<file path="config.mk">
export PLATFORM = sky130hd
export DESIGN_NAME = gcd_request_arbiter
export DESIGN_NICKNAME = d
export VERILOG_FILES = /design/src/rtl/gcd_arb_pkg.sv /design/src/rtl/gcd_arb_rr_pick.sv /design/src/rtl/gcd_request_arbiter.sv
export SDC_FILE = /design/constraint.sdc
export NUM_CORES = 1
export LEC_CHECK = 0
export CAP_MARGIN = 20
export CORE_MARGIN = 2
export CORE_UTILIZATION = 48
export CTS_BUF_LIST = sky130_fd_sc_hd__clkbuf_4
export DETAILED_ROUTE_END_ITERATION = 12
export PLACE_DENSITY_LB_ADDON = 0.2
export SYNTH_ARGS = -nofsm -noshare
export SYNTH_HDL_FRONTEND = slang
export SYNTH_SLANG_ARGS = --single-unit
export TNS_END_PERCENT = 20
</file>
<file path="constraint.sdc">
create_clock -name clk -period 6.65 [get_ports clk]
set_input_delay 0.9975 -clock clk [delete_from_list [all_inputs] [get_ports clk]]
set_output_delay 0.9975 -clock clk [all_outputs]
set_load 0.05 [all_outputs]
</file>
<file path="src/rtl/gcd_arb_pkg.sv">
// Shared types and defaults for the GCD request arbiter.
package gcd_arb_pkg;

   localparam int unsigned DEF_WIDTH = 16;
   localparam int unsigned NREQ_MAX  = 8;

   typedef enum logic [1:0] {
      ST_IDLE   = 2'd0,
      ST_LAUNCH = 2'd1,
      ST_WAIT   = 2'd2,
      ST_RESP   = 2'd3
   } state_e;

endpackage

</file>
<file path="src/rtl/gcd_arb_rr_pick.sv">
// rr_pick: combinational round-robin selector; one-hot grant of the first request at or after ptr.
module rr_pick
   import gcd_arb_pkg::*;
#(
   parameter int unsigned NREQ  = 4,
   parameter int unsigned PTR_W = 2
) (
   input  logic [NREQ-1:0]  req,
   input  logic [PTR_W-1:0] ptr,
   output logic [NREQ-1:0]  grant,
   output logic             any
);

   logic             found;
   logic [PTR_W-1:0] idx;

   always_comb begin
      grant = '0;
      found = 1'b0;
      idx   = '0;
      any   = |req;
      for (int unsigned k = 0; k < NREQ; k++) begin
         idx = PTR_W'((32'(ptr) + k) % NREQ);
         if (!found && req[idx]) begin
            grant[idx] = 1'b1;
            found      = 1'b1;
         end
      end
   end

endmodule

</file>
<file path="src/rtl/gcd_request_arbiter.sv">
// gcd_request_arbiter: round-robin front end sharing one GCD core among NREQ clients.
// Define GCD_ARB_TIMEOUT_EN to add a watchdog on the core handshake and the rsp_err port.
module gcd_request_arbiter
   import gcd_arb_pkg::*;
#(
   parameter int unsigned NREQ    = 4,
   parameter int unsigned WIDTH   = DEF_WIDTH,
   parameter int unsigned TIMEOUT = 1024
) (
   input  logic                  clk,
   input  logic                  rst,
   input  logic [NREQ-1:0]       req_valid,
   input  logic [NREQ*WIDTH-1:0] req_a,
   input  logic [NREQ*WIDTH-1:0] req_b,
   output logic [NREQ-1:0]       req_ready,
   output logic [NREQ-1:0]       rsp_valid,
   output logic [WIDTH-1:0]      rsp_gcd,
   output logic                  busy,
   output logic                  gcd_start,
   output logic [WIDTH-1:0]      gcd_a,
   output logic [WIDTH-1:0]      gcd_b,
   input  logic                  gcd_done,
`ifdef GCD_ARB_TIMEOUT_EN
   output logic                  rsp_err,
`endif
   input  logic [WIDTH-1:0]      gcd_result
);

   localparam int unsigned PTR_W = $clog2(NREQ);

   if (NREQ < 2 || NREQ > NREQ_MAX || TIMEOUT < 1) begin : g_param_chk
      $error("gcd_request_arbiter: NREQ must be 2..8 and TIMEOUT >= 1");
   end

   state_e           state_q, state_d;
   logic [PTR_W-1:0] ptr_q, ptr_d;
   logic [PTR_W-1:0] owner_q, owner_d;
   logic [WIDTH-1:0] a_q, a_d, b_q, b_d, res_q, res_d;
   logic [NREQ-1:0]  req_ready_q, req_ready_d, rsp_valid_q, rsp_valid_d;
   logic [WIDTH-1:0] rsp_gcd_q, rsp_gcd_d;
   logic             busy_q, busy_d, start_q, start_d;

   logic [NREQ-1:0]  grant;
   logic             any_req;
   logic [WIDTH-1:0] sel_a, sel_b;
   logic [PTR_W-1:0] sel_idx;

`ifdef GCD_ARB_TIMEOUT_EN
   localparam int unsigned CNT_W = $clog2(TIMEOUT + 1);
   logic [CNT_W-1:0] cnt_q, cnt_d;
   logic             err_q, err_d, rsp_err_q, rsp_err_d;
`endif

   rr_pick #(
      .NREQ  (NREQ),
      .PTR_W (PTR_W)
   ) u_pick (
      .req   (req_valid),
      .ptr   (ptr_q),
      .grant (grant),
      .any   (any_req)
   );

   // Operand mux driven by the one-hot grant
   always_comb begin
      sel_a   = '0;
      sel_b   = '0;
      sel_idx = '0;
      for (int unsigned i = 0; i < NREQ; i++) begin
         if (grant[i]) begin
            sel_a   = req_a[i*WIDTH +: WIDTH];
            sel_b   = req_b[i*WIDTH +: WIDTH];
            sel_idx = PTR_W'(i);
         end
      end
   end

   // Handshake pulses appear the cycle after the state that decides them; gcd_start lines up with LAUNCH.
   always_comb begin
      state_d     = state_q;
      ptr_d       = ptr_q;
      owner_d     = owner_q;
      a_d         = a_q;
      b_d         = b_q;
      res_d       = res_q;
      req_ready_d = '0;
      rsp_valid_d = '0;
      rsp_gcd_d   = '0;
      start_d     = 1'b0;
`ifdef GCD_ARB_TIMEOUT_EN
      cnt_d       = cnt_q;
      err_d       = err_q;
      rsp_err_d   = 1'b0;
`endif
      unique case (state_q)
         ST_IDLE: begin
            if (any_req) begin
               req_ready_d = grant;
               owner_d     = sel_idx;
               a_d         = sel_a;
               b_d         = sel_b;
`ifdef GCD_ARB_TIMEOUT_EN
               err_d       = 1'b0;
`endif
               // gcd(0,x) = x needs no core run
               if (sel_a == '0 || sel_b == '0) begin
                  res_d   = sel_a | sel_b;
                  state_d = ST_RESP;
               end else begin
                  start_d = 1'b1;
                  state_d = ST_LAUNCH;
`ifdef GCD_ARB_TIMEOUT_EN
                  cnt_d   = '0;
`endif
               end
            end
         end
         ST_LAUNCH: begin
            state_d = ST_WAIT;
         end
         ST_WAIT: begin
            if (gcd_done) begin
               res_d   = gcd_result;
               state_d = ST_RESP;
            end
`ifdef GCD_ARB_TIMEOUT_EN
            else if (cnt_q == CNT_W'(TIMEOUT - 1)) begin
               res_d   = '0;
               err_d   = 1'b1;
               state_d = ST_RESP;
            end else begin
               cnt_d = cnt_q + CNT_W'(1);
            end
`endif
         end
         ST_RESP: begin
            rsp_valid_d[owner_q] = 1'b1;
            rsp_gcd_d            = res_q;
`ifdef GCD_ARB_TIMEOUT_EN
            rsp_err_d            = err_q;
`endif
            if (32'(owner_q) == NREQ - 1) ptr_d = '0;
            else                          ptr_d = owner_q + PTR_W'(1);
            state_d = ST_IDLE;
         end
         default: begin
            state_d = ST_IDLE;
         end
      endcase
      busy_d = (state_d != ST_IDLE);
   end

   always_ff @(posedge clk or posedge rst) begin
      if (rst) begin
         state_q     <= ST_IDLE;
         ptr_q       <= '0;
         owner_q     <= '0;
         a_q         <= '0;
         b_q         <= '0;
         res_q       <= '0;
         req_ready_q <= '0;
         rsp_valid_q <= '0;
         rsp_gcd_q   <= '0;
         busy_q      <= 1'b0;
         start_q     <= 1'b0;
`ifdef GCD_ARB_TIMEOUT_EN
         cnt_q       <= '0;
         err_q       <= 1'b0;
         rsp_err_q   <= 1'b0;
`endif
      end else begin
         state_q     <= state_d;
         ptr_q       <= ptr_d;
         owner_q     <= owner_d;
         a_q         <= a_d;
         b_q         <= b_d;
         res_q       <= res_d;
         req_ready_q <= req_ready_d;
         rsp_valid_q <= rsp_valid_d;
         rsp_gcd_q   <= rsp_gcd_d;
         busy_q      <= busy_d;
         start_q     <= start_d;
`ifdef GCD_ARB_TIMEOUT_EN
         cnt_q       <= cnt_d;
         err_q       <= err_d;
         rsp_err_q   <= rsp_err_d;
`endif
      end
   end

   assign req_ready = req_ready_q;
   assign rsp_valid = rsp_valid_q;
   assign rsp_gcd   = rsp_gcd_q;
   assign busy      = busy_q;
   assign gcd_start = start_q;
   assign gcd_a     = a_q;
   assign gcd_b     = b_q;
`ifdef GCD_ARB_TIMEOUT_EN
   assign rsp_err   = rsp_err_q;
`endif

endmodule

</file>
==> results.tsv <==
metric	value	unit
outcome	complete, no violations	
cp-start-kind	flop	
ys.flop_type	dfrtp_1	
timing.slew.headroom	0.253	
cp_data_required_time	6.95	ns
met1_usage	0.432	
yosysTopAreaCell	dfrtp_1	
row_count	37	
synth-edff-count	0	
holdPathStages	2	
cts_resized	0	
cts_tree	built	
synth_warnings	0	
worstHoldStart	gcd_b[15]	
drt_iter0_drc	708	
die_y	107	um
wl	18400	um
max_stage_delay	0.79	ns
wire_per_inst	20.2	um
fmaxAchievable	178	MHz
synth.most_common_cell	dfrtp_1	
place_ws	1.08	ns
final_antenna_net_count	0	
grt_remaining_overflow	0	
synth_common_cells	dfrtp_1, o21ai_0, nand2_1	
grt_pass1_wl	28100	um
drive_above_1_share	0.0557	
io_pins	209	
setup_ws	1.04	ns
worstSetupPathType	reg -> reg	
crit_chain	inv_1, ha_1, mux2i_1, nor4_1, o21a_1, o21a_1, nor3_2, buf_4, a221oi_1, o21ai_0, nor4bb_1, and4b_1, a211oi_2, buf_4, mux2_1	
antenna_found_initial	1	
reg2regPathDepth	15	
worstReg2RegStart	ptr_q[0]	
totalNegativeSetupSlack	0	ns
ys_seq_area_frac	0.391	
dp_hpwl	14600	um
cts_sinks	80	
synth_seq_cells	80	
reg2reg_slack	1.04	ns
die-width	107	um
worstMarginPinSlew	1.12	ns
clock_latency	0.43	ns
async_reset_ff_frac	1.00	
die_area	11500	um^2
synth.top_cell.area_share	0.391	
syn_nets	747	
grt_usage	0.318	
finalHoldViolCount	0	
skew	0.0207	ns
startpoint	ptr_q[0]	
grt_max_degree	81	
syn_avg_cell_area	8.80	um^2
post_cts_buffers	0	
synth_cell_types	55	
synth.area.top_cells	dfrtp_1, o21ai_0, mux2i_1, a21oi_1, nand2_1	
worst-path-max-fanout	19	
use_met2	0.514	
vias	5704	
fp.coreArea	10300	um^2
viasPerCell	6.28	
syn2layout_area_growth	45.0	%
setup_violations	0	
slew_viol_final	0	
ir_worst_vdd	0.378	mV
period_share	0.844	
netlist_instances	582	
whs_endpoint	gcd_b[15]	
nNetsFinal	932	
use_met3	0.0448	
cts_max_level	3	
cap_violations	0	
cts_buffer_depth	2	
port_buffers	208	
powerDensity	591	nW/um^2
rr_endpoint	res_q[13]	
drc	0	
cp_slowest_cell	dfrtp_1	
end_kind	flop	
netlist_area	5120	um^2
rsz0062_at_grt	false	
cts_root_buf	clkbuf_4	
dr.pass1.iters	5	
gp_congestion	1.01	
numCtsBuffers	9	
grt_pass1_vias	5337	
p_leak	3.02	nW
worstHoldPathType	reg -> reg	
ctsHoldBuffers	0	
cp.arrival	5.91	ns
clk_pin_slew	0.12	ns
initial_core_util	0.496	
busiest_layer	met2	
fin_crit	5.61	ns
[critical path, delay by kind of cell (launching register included)]
kind                       cells  cell delay (ns)
AOI/OAI and AO/OA              5             1.58
adders and majority gates      1             0.53
buffers and inverters          3             0.88
DFF                            1             0.79
muxes                          2             0.69
and+or+nand+nor                4             1.01
[final cells by class]
class / instances / area [um^2]
antenna: 1 / 2.50
clock buffer: 11 / 82.6
sequential: 80 / 2000
timing repair buffer: 217 / 2160
tap: 136 / 170
fill: 801 / 2890
clock inverter: 5 / 56.3
multi-input combinational: 438 / 2880
inverter: 21 / 80.1
[cells by family after synthesis]
group / count (synthesis) / share of synthesized area
multiplexers: 34 / 0.0779
AO/OA/AOI/OAI: 221 / 0.275
flip-flops: 80 / 0.391
AND/OR/NAND/NOR: 169 / 0.170
adder cells (fa/ha/maj): 14 / 0.0342
buffers and inverters: 64 / 0.0513
[worst max-delay path by stage]
stage / endpoint / slack (ns) / cells after the start
after floorplan: res_q[12] / 2.42 / 17
after global placement: res_q[8] / 1.22 / 13
after detailed placement: res_q[13] / 1.08 / 12
after CTS: res_q[15] / 1.24 / 15
after global routing: res_q[12] / 0.70 / 15
final: res_q[13] / 1.04 / 15
[layout by cell type (no fill, tap or decap), types with 5 or more instances in the layout]
cell type          n
a21oi_1           42
a221oi_1          15
a2bb2oi_1          8
a311oi_1           7
a31oi_1           25
and2_1            26
buf_4              8
clkbuf_4          11
clkdlybuf4s50_1  208
dfrtp_1           80
ha_1              14
inv_1             19
mux2_1             5
mux2i_1           23
nand2_1           49
nand2b_1           5
nand3_1            5
nand4_1           17
nor2_1            33
nor3_1             7
nor4_1             6
o211ai_1           6
o21a_1             6
o21ai_0           78
or4_1              8
[state kept, by name (all words and copies together), names as in the netlist]
signal	count
rsp_valid	4
owner_q	2
ptr_q	2
gcd_start	1
rsp_gcd	16
state_q	2
busy	1
gcd_a	16
gcd_b	16
res_q	16
req_ready	4
[layer usage]
metal / share of wire / wire, um
met3: 0.10 / 1890
met4: 0.041 / 760
met2: 0.47 / 8630
met1: 0.39 / 7100
met5: 0 / 0
[stage by stage]
step / instance area, um^2 / util / hold WS (ns) / power [mW] / instances
3_3_place_gp: 7270 / 0.704 / 0.463 / 3.92 / 891
5_1_grt: 7430 / 0.720 / 0.514 / 4.65 / 909
2_1_floorplan: 5120 / - / 0.449 / 3.06 / 582
6_report: 7430 / 0.720 / 0.491 / 4.40 / 909
3_5_place_dp: 7270 / 0.704 / 0.470 / 4.02 / 891
4_1_cts: 7410 / 0.718 / 0.492 / 4.31 / 907
[where the power goes]
part	switching (mW)	internal [mW]	total, mW
registers	0.124	0.697	0.821
logic	2.12	1.16	3.29
clock network	0.164	0.124	0.288
No activity file was read; power rests on OpenSTA's default activity.
